--- config.mk ---
export PLATFORM = sky130hd
export DESIGN_NAME = tdr_write_sequencer
export DESIGN_NICKNAME = d
export VERILOG_FILES = /design/src/rtl/tdr_seq_pkg.sv /design/src/rtl/tdr_sync2.sv /design/src/rtl/tdr_write_sequencer.sv
export SDC_FILE = /design/constraint.sdc
export NUM_CORES = 1
export LEC_CHECK = 0
export CAP_MARGIN = 20
export CORE_ASPECT_RATIO = 1.25
export CORE_UTILIZATION = 58
export CTS_BUF_LIST = sky130_fd_sc_hd__clkbuf_4
export DETAILED_ROUTE_END_ITERATION = 10
export GPL_ROUTABILITY_DRIVEN = 0
export PLACE_DENSITY = 0.79
export SLEW_MARGIN = 25
export SYNTH_ARGS = -nofsm -noshare
export SYNTH_HDL_FRONTEND = slang
export SYNTH_SLANG_ARGS = --single-unit
--- constraint.sdc ---
create_clock -name clk_i -period 3.05 [get_ports clk_i]
set_input_delay 0.61 -clock clk_i [delete_from_list [all_inputs] [get_ports clk_i]]
set_output_delay 0.61 -clock clk_i [all_outputs]
set_load 0.005 [all_outputs]
--- src/rtl/tdr_seq_pkg.sv ---
// ============================================================================
// Module : tdr_seq_pkg
// Desc   : Shared state encoding and default sizing for the TDR write sequencer.
// Rev    : 1.0 - initial release
// ============================================================================
`default_nettype none

package tdr_seq_pkg;

    typedef enum logic [2:0] {
        S_IDLE = 3'd0,
        S_CLR  = 3'd1,
        S_WR0  = 3'd2,
        S_GAP0 = 3'd3,
        S_WR1  = 3'd4,
        S_GAP1 = 3'd5,
        S_READ = 3'd6,
        S_DONE = 3'd7
    } state_t;

    localparam int c_DEF_CNT_W      = 8;
    localparam int c_DEF_GAP_CYC    = 2;
    localparam int c_DEF_RD_TIMEOUT = 255;

endpackage

`default_nettype wire

--- src/rtl/tdr_sync2.sv ---
// ============================================================================
// Module : tdr_sync2
// Desc   : Generic two-flop synchronizer for a single asynchronous bit.
// Rev    : 1.0 - initial release
// ============================================================================
`default_nettype none

module tdr_sync2 (
    input  logic clk,
    input  logic rst,
    input  logic i_d,
    output logic o_q
);

    logic r_meta;
    logic r_sync;

    always_ff @(posedge clk or posedge rst) begin
        if (rst) begin
            r_meta <= 1'b0;
            r_sync <= 1'b0;
        end else begin
            r_meta <= i_d;
            r_sync <= r_meta;
        end
    end

    assign o_q = r_sync;

endmodule

`default_nettype wire

--- src/rtl/tdr_write_sequencer.sv ---
// ============================================================================
// Module : tdr_write_sequencer
// Desc   : Drives WE0/WE1/RE/rstb of the time-domain register and measures the
//          width of its out pulse. Define TDR_SEQ_SYNC_EN to synchronize the
//          register's out/carry pins through two-flop synchronizers.
// Rev    : 1.0 - initial release
// ============================================================================
`default_nettype none

module tdr_write_sequencer
    import tdr_seq_pkg::*;
#(
    parameter int CNT_W      = c_DEF_CNT_W,
    parameter int GAP_CYC    = c_DEF_GAP_CYC,
    parameter int RD_TIMEOUT = c_DEF_RD_TIMEOUT
) (
    input  logic             clk_i,
    input  logic             rst_i,
    input  logic             start_i,
    input  logic [CNT_W-1:0] t0_i,
    input  logic [CNT_W-1:0] t1_i,
    output logic             ready_o,
    output logic             done_o,
    output logic [CNT_W-1:0] result_o,
    output logic             carry_flag_o,
    output logic             timeout_o,
    output logic             WE0_o,
    output logic             WE1_o,
    output logic             RE_o,
    output logic             rstb_o,
    input  logic             tdr_out_i,
    input  logic             tdr_carry_i
);

    localparam int c_GAP_W = $clog2(GAP_CYC + 1);
    localparam int c_PH_W  = (CNT_W > c_GAP_W) ? CNT_W : c_GAP_W;
    localparam int c_RD_W  = $clog2(RD_TIMEOUT + 1);

    localparam logic [c_PH_W-1:0] c_PH_ONE   = c_PH_W'(1);
    localparam logic [c_PH_W-1:0] c_GAP_LAST = c_PH_W'(GAP_CYC - 1);
    localparam logic [c_RD_W-1:0] c_RD_ONE   = c_RD_W'(1);
    localparam logic [c_RD_W-1:0] c_RD_LAST  = c_RD_W'(RD_TIMEOUT - 1);
    localparam logic [CNT_W-1:0]  c_RES_ONE  = CNT_W'(1);
    localparam logic [CNT_W-1:0]  c_RES_MAX  = '1;

    state_t              r_state;
    state_t              w_state_nxt;
    logic [CNT_W-1:0]    r_t0;
    logic [CNT_W-1:0]    r_t1;
    logic [c_PH_W-1:0]   r_ph;
    logic [c_PH_W-1:0]   w_ph_nxt;
    logic [c_RD_W-1:0]   r_rd;
    logic [c_RD_W-1:0]   w_rd_nxt;
    logic                w_tmo_exit;
    logic                r_prev;
    logic [CNT_W-1:0]    r_result;
    logic                r_carry;
    logic                r_timeout;
    logic                r_ready;
    logic                r_done;
    logic                r_we0;
    logic                r_we1;
    logic                r_re;
    logic                r_rstb;
    logic                w_out;
    logic                w_carry;

`ifdef TDR_SEQ_SYNC_EN
    tdr_sync2 u_sync_out (
        .clk (clk_i),
        .rst (rst_i),
        .i_d (tdr_out_i),
        .o_q (w_out)
    );

    tdr_sync2 u_sync_carry (
        .clk (clk_i),
        .rst (rst_i),
        .i_d (tdr_carry_i),
        .o_q (w_carry)
    );
`else
    assign w_out   = tdr_out_i;
    assign w_carry = tdr_carry_i;
`endif

    always_ff @(posedge clk_i or posedge rst_i) begin
        if (rst_i) begin
            r_state <= S_IDLE;
        end else begin
            r_state <= w_state_nxt;
        end
    end

    // r_ph holds the cycles remaining in the current timed phase, minus one.
    always_comb begin
        w_state_nxt = r_state;
        w_ph_nxt    = r_ph;
        w_rd_nxt    = r_rd;
        w_tmo_exit  = 1'b0;
        case (r_state)
            S_IDLE: begin
                if (start_i) begin
                    w_state_nxt = S_CLR;
                end
            end
            S_CLR: begin
                if (r_t0 != '0) begin
                    w_state_nxt = S_WR0;
                    w_ph_nxt    = c_PH_W'(r_t0) - c_PH_ONE;
                end else begin
                    w_state_nxt = S_GAP0;
                    w_ph_nxt    = c_GAP_LAST;
                end
            end
            S_WR0: begin
                if (r_ph == '0) begin
                    w_state_nxt = S_GAP0;
                    w_ph_nxt    = c_GAP_LAST;
                end else begin
                    w_ph_nxt = r_ph - c_PH_ONE;
                end
            end
            S_GAP0: begin
                if (r_ph != '0) begin
                    w_ph_nxt = r_ph - c_PH_ONE;
                end else if (r_t1 != '0) begin
                    w_state_nxt = S_WR1;
                    w_ph_nxt    = c_PH_W'(r_t1) - c_PH_ONE;
                end else begin
                    w_state_nxt = S_GAP1;
                    w_ph_nxt    = c_GAP_LAST;
                end
            end
            S_WR1: begin
                if (r_ph == '0) begin
                    w_state_nxt = S_GAP1;
                    w_ph_nxt    = c_GAP_LAST;
                end else begin
                    w_ph_nxt = r_ph - c_PH_ONE;
                end
            end
            S_GAP1: begin
                if (r_ph == '0) begin
                    w_state_nxt = S_READ;
                    w_rd_nxt    = '0;
                end else begin
                    w_ph_nxt = r_ph - c_PH_ONE;
                end
            end
            S_READ: begin
                if (r_prev && !w_out) begin
                    w_state_nxt = S_DONE;
                end else if (r_rd == c_RD_LAST) begin
                    w_state_nxt = S_DONE;
                    w_tmo_exit  = 1'b1;
                end else begin
                    w_rd_nxt = r_rd + c_RD_ONE;
                end
            end
            S_DONE: begin
                w_state_nxt = S_IDLE;
            end
            default: begin
                w_state_nxt = S_IDLE;
            end
        endcase
    end

    // Pin drives are decoded from the next state so they change with the state register.
    always_ff @(posedge clk_i or posedge rst_i) begin
        if (rst_i) begin
            r_t0      <= '0;
            r_t1      <= '0;
            r_ph      <= '0;
            r_rd      <= '0;
            r_prev    <= 1'b0;
            r_result  <= '0;
            r_carry   <= 1'b0;
            r_timeout <= 1'b0;
            r_ready   <= 1'b1;
            r_done    <= 1'b0;
            r_we0     <= 1'b0;
            r_we1     <= 1'b0;
            r_re      <= 1'b0;
            r_rstb    <= 1'b0;
        end else begin
            r_ph    <= w_ph_nxt;
            r_rd    <= w_rd_nxt;
            r_ready <= (w_state_nxt == S_IDLE);
            r_rstb  <= (w_state_nxt != S_CLR);
            r_we0   <= (w_state_nxt == S_WR0);
            r_we1   <= (w_state_nxt == S_WR1);
            r_re    <= (w_state_nxt == S_READ);
            r_done  <= (w_state_nxt == S_DONE);

            if (r_state == S_IDLE && start_i) begin
                r_t0      <= t0_i;
                r_t1      <= t1_i;
                r_result  <= '0;
                r_carry   <= 1'b0;
                r_timeout <= 1'b0;
            end

            if (r_state == S_READ) begin
                r_prev <= w_out;
                if (w_out && r_result != c_RES_MAX) begin
                    r_result <= r_result + c_RES_ONE;
                end
                r_carry <= r_carry | w_carry;
                if (w_tmo_exit) begin
                    r_timeout <= 1'b1;
                end
            end else begin
                r_prev <= 1'b0;
            end
        end
    end

    assign ready_o      = r_ready;
    assign done_o       = r_done;
    assign result_o     = r_result;
    assign carry_flag_o = r_carry;
    assign timeout_o    = r_timeout;
    assign WE0_o        = r_we0;
    assign WE1_o        = r_we1;
    assign RE_o         = r_re;
    assign rstb_o       = r_rstb;

endmodule

`default_nettype wire

==> run_results.csv <==
group,metric,value,unit
timing,fin_skew,0.01723,ns
critical_path,critPathKind,"flip-flop to flip-flop",
job,max-cap-violations,0,
outcome,status,"completed",
pwr,power,3.390,mW
placement,dp_slack,0.6054,ns
floorplanning,die_area,5511,um2
yosys,yosysTopAreaCellShare,42.18,%
yosys,synth-main-ff-cell,"dfrtp_1",
pwr,ir_drop,0.0005273,V
yosys,synth_top_area_cell,"dfrtp_1",
placement,dpl.cell_count,430,
timing,hold_violations,0,
floorplanning,start_util,59.99,%
timing,finalSetupTns,0,ns
clock_network,cts_resized,0,
layout,final_util,70.21,%
timing,period_needed,2.481,ns
floorplanning,num_rows,29,
timing,slew_viol_final,0,
critical_path,arrival,2.75,ns
routing,drt-initial-drc-count,223,
global_routing,grt_pass1_wl,10780,um
layout,layout_commonest_cell,"nand2_1",
yosys,syn_inst,337,
global_routing,grt_util_all_layers,25.92,%
layout,drive_gt1_share,6.117,%
global_routing,grt_overflow,0,
layout,stdcell_area,3541,um2
clock_network,cts.sinks,52,
clock_network,clk_latency,0.38,ns
clock_network,cts_tree,"built",
clock_network,postCtsHoldBufs,0,
layout,final_cell_mix,"nand2_1 (65), dfrtp_1 (51), clkdlybuf4s50_1 (36)",
layout,antenna_cells,0,
clock_network,clk_pin_slew,0.15,ns
global_routing,met1_usage,33.94,%
critical_path,r2r_setup_slack,0.57,ns
routing,vias,2566,
timing,rsz0062_at_grt,"false",
yosys,synth_edf_count,0,
global_routing,antenna_found_initial,0,
yosys,ys_types,57,
floorplanning,core,5044,um2
routing,drt-wirelength-per-cell,14.77,um
timing,clock.fmax,0.4030,GHz
floorplanning,die_h,82.75,um
layout,areaGrowthSynthToFinish,17.04,%
floorplanning,fp.dieW,66.60,um
critical_path,crit_required,3.32,ns
routing,dr.pass1.iters,4,
placement,dp_hpwl,4892,um
yosys,yosysSeqAreaShare,43.05,%
global_routing,grt-busiest-layer,"met2",
timing,worst_pin_slew,0.7697,ns
floorplanning,ioPinCount,37,
routing,drt-vias-per-instance,5.858,
clock_network,numCtsBuffers,5,
layout,nNetsFinal,408,
routing,drt_wl_total,6470,um
routing,post-route-drc-count,0,
clock_network,htree_levels,2,
timing,setup_viol,0,
yosys,synth_area_leaders,"dfrtp_1 (42%), nand2_1 (8.1%), ha_1 (5.0%)",
clock_network,clockBufferDepth,2,
yosys,syn_nets,370,
timing,fin_crit_sh,81.35,%
routing,ant_nets,0,
pwr,p_leak,1.551,nW
critical_path,cp_max_fo,8,
layout,instances_no_fill,438,
global_routing,grt_use_met3,4.670,%
yosys,synthArstFlopShare,100.0,%
yosys,ys_ff_latch,52,
placement,placed_cell_area,3461,um2
clock_network,cts_setup_buffers,0,
critical_path,endpoint_kind,"flip-flop",
yosys,ys.warnings.count,0,
clock_network,cts_root_buffer,"clkbuf_4",
timing,hold_ws,0.4231,ns
critical_path,start_kind,"flip-flop",
timing,worst_slack,0.5688,ns
placement,io_buffer_count,36,
global_routing,gr-usage-met2,42.63,%
worst_hold_path,hp-class,"input port to async pin",
global_routing,grt_max_degree,29,
global_routing,grt_pass1_vias,2349,
pwr,p_per_area,957.5,nW/um2
yosys,avgSynthCellArea,8.977,um2
yosys,syn_area,3025,um2
layout,fill_cells,420,
timing,slew_headroom,48.21,%
[per-layer routing]
metal | part of all wire, % | up-vias
met5 | 0 | -
met4 | 2.5 | 0
met3 | 4.1 | 15
met2 | 49 | 60
met1 | 44 | 1215
li1 | - | 1276
[flip-flops by register name, indices dropped and copies added, names as in the netlist, 3 cells and up]
register  flops
r_state       3
r_ph          8
r_t1          8
r_t0          8
r_rd          8
result_o      8
[final timing paths]
kind                                 from           to  depth (start not counted)
worst min register to register  timeout_o    timeout_o                          2
worst min-delay path                rst_i  result_o[1]                          2
worst max register to register    r_ph[0]      r_ph[7]                          7
worst max-delay path              r_ph[0]      r_ph[7]                          7
max in group asynchronous           rst_i      r_t1[3]                          3
min in group clk_i              timeout_o    timeout_o                          2
[final cells by class]
| type | count | area, um2 | share of cell area, % |
|---|---|---|---|
| timing repair buffer | 41 | 397.9 | 11.24 |
| sequential | 52 | 1303 | 36.78 |
| clock inverter | 2 | 35.03 | 0.9894 |
| inverter | 15 | 56.30 | 1.590 |
| multi-input combinational | 260 | 1627 | 45.94 |
| tap | 62 | 77.57 | 2.191 |
| clock buffer | 6 | 45.04 | 1.272 |
[power by group]
group / total, mW / switching (mW) / internal (mW)
clock network: 0.400 / 0.219 / 0.181
logic: 1.80 / 1.01 / 0.791
registers: 1.19 / 0.269 / 0.922
total: 3.39 / 1.50 / 1.89
[cell families (layout without fill, tap and decap cells)]
family	Yosys count	count (layout)	share of synthesized area (%)
fa+ha+maj	12	12	4.963
flops	52	52	43.05
xor+xnor	24	24	6.948
mux	6	6	2.027
buf+inv	25	64	3.184
simple gates	154	154	24.85
compound gates	64	64	14.97
[worst max-delay path, stage by stage, from the launching register on]
cell and delay (ns):
dfrtp_1 0.47, inv_1 0.11, ha_1 0.15, or3b_2 0.51, or3_4 0.37, a31oi_4 0.31, o22ai_1 0.14, a221o_1 0.33
[Yosys cell counts, types with 3 or more instances]
| master | instances |
|---|---|
| nor3_1 | 13 |
| or3_1 | 4 |
| o21ai_0 | 13 |
| nor3b_1 | 4 |
| xor2_1 | 8 |
| clkbuf_1 | 7 |
| nor2b_1 | 4 |
| nor4_1 | 4 |
| o31ai_1 | 4 |
| o22ai_1 | 6 |
| and3_1 | 3 |
| a221o_1 | 3 |
| nor2_1 | 23 |
| nand2b_1 | 3 |
| nand4_1 | 5 |
| dfrtp_1 | 51 |
| a21oi_1 | 10 |
| xnor2_1 | 16 |
| nand2_1 | 65 |
| or4_1 | 3 |
| ha_1 | 12 |
| mux2i_1 | 5 |
| inv_1 | 15 |
| a211oi_1 | 6 |
| nand3_1 | 11 |
No activity file was read; power rests on OpenSTA's default activity.
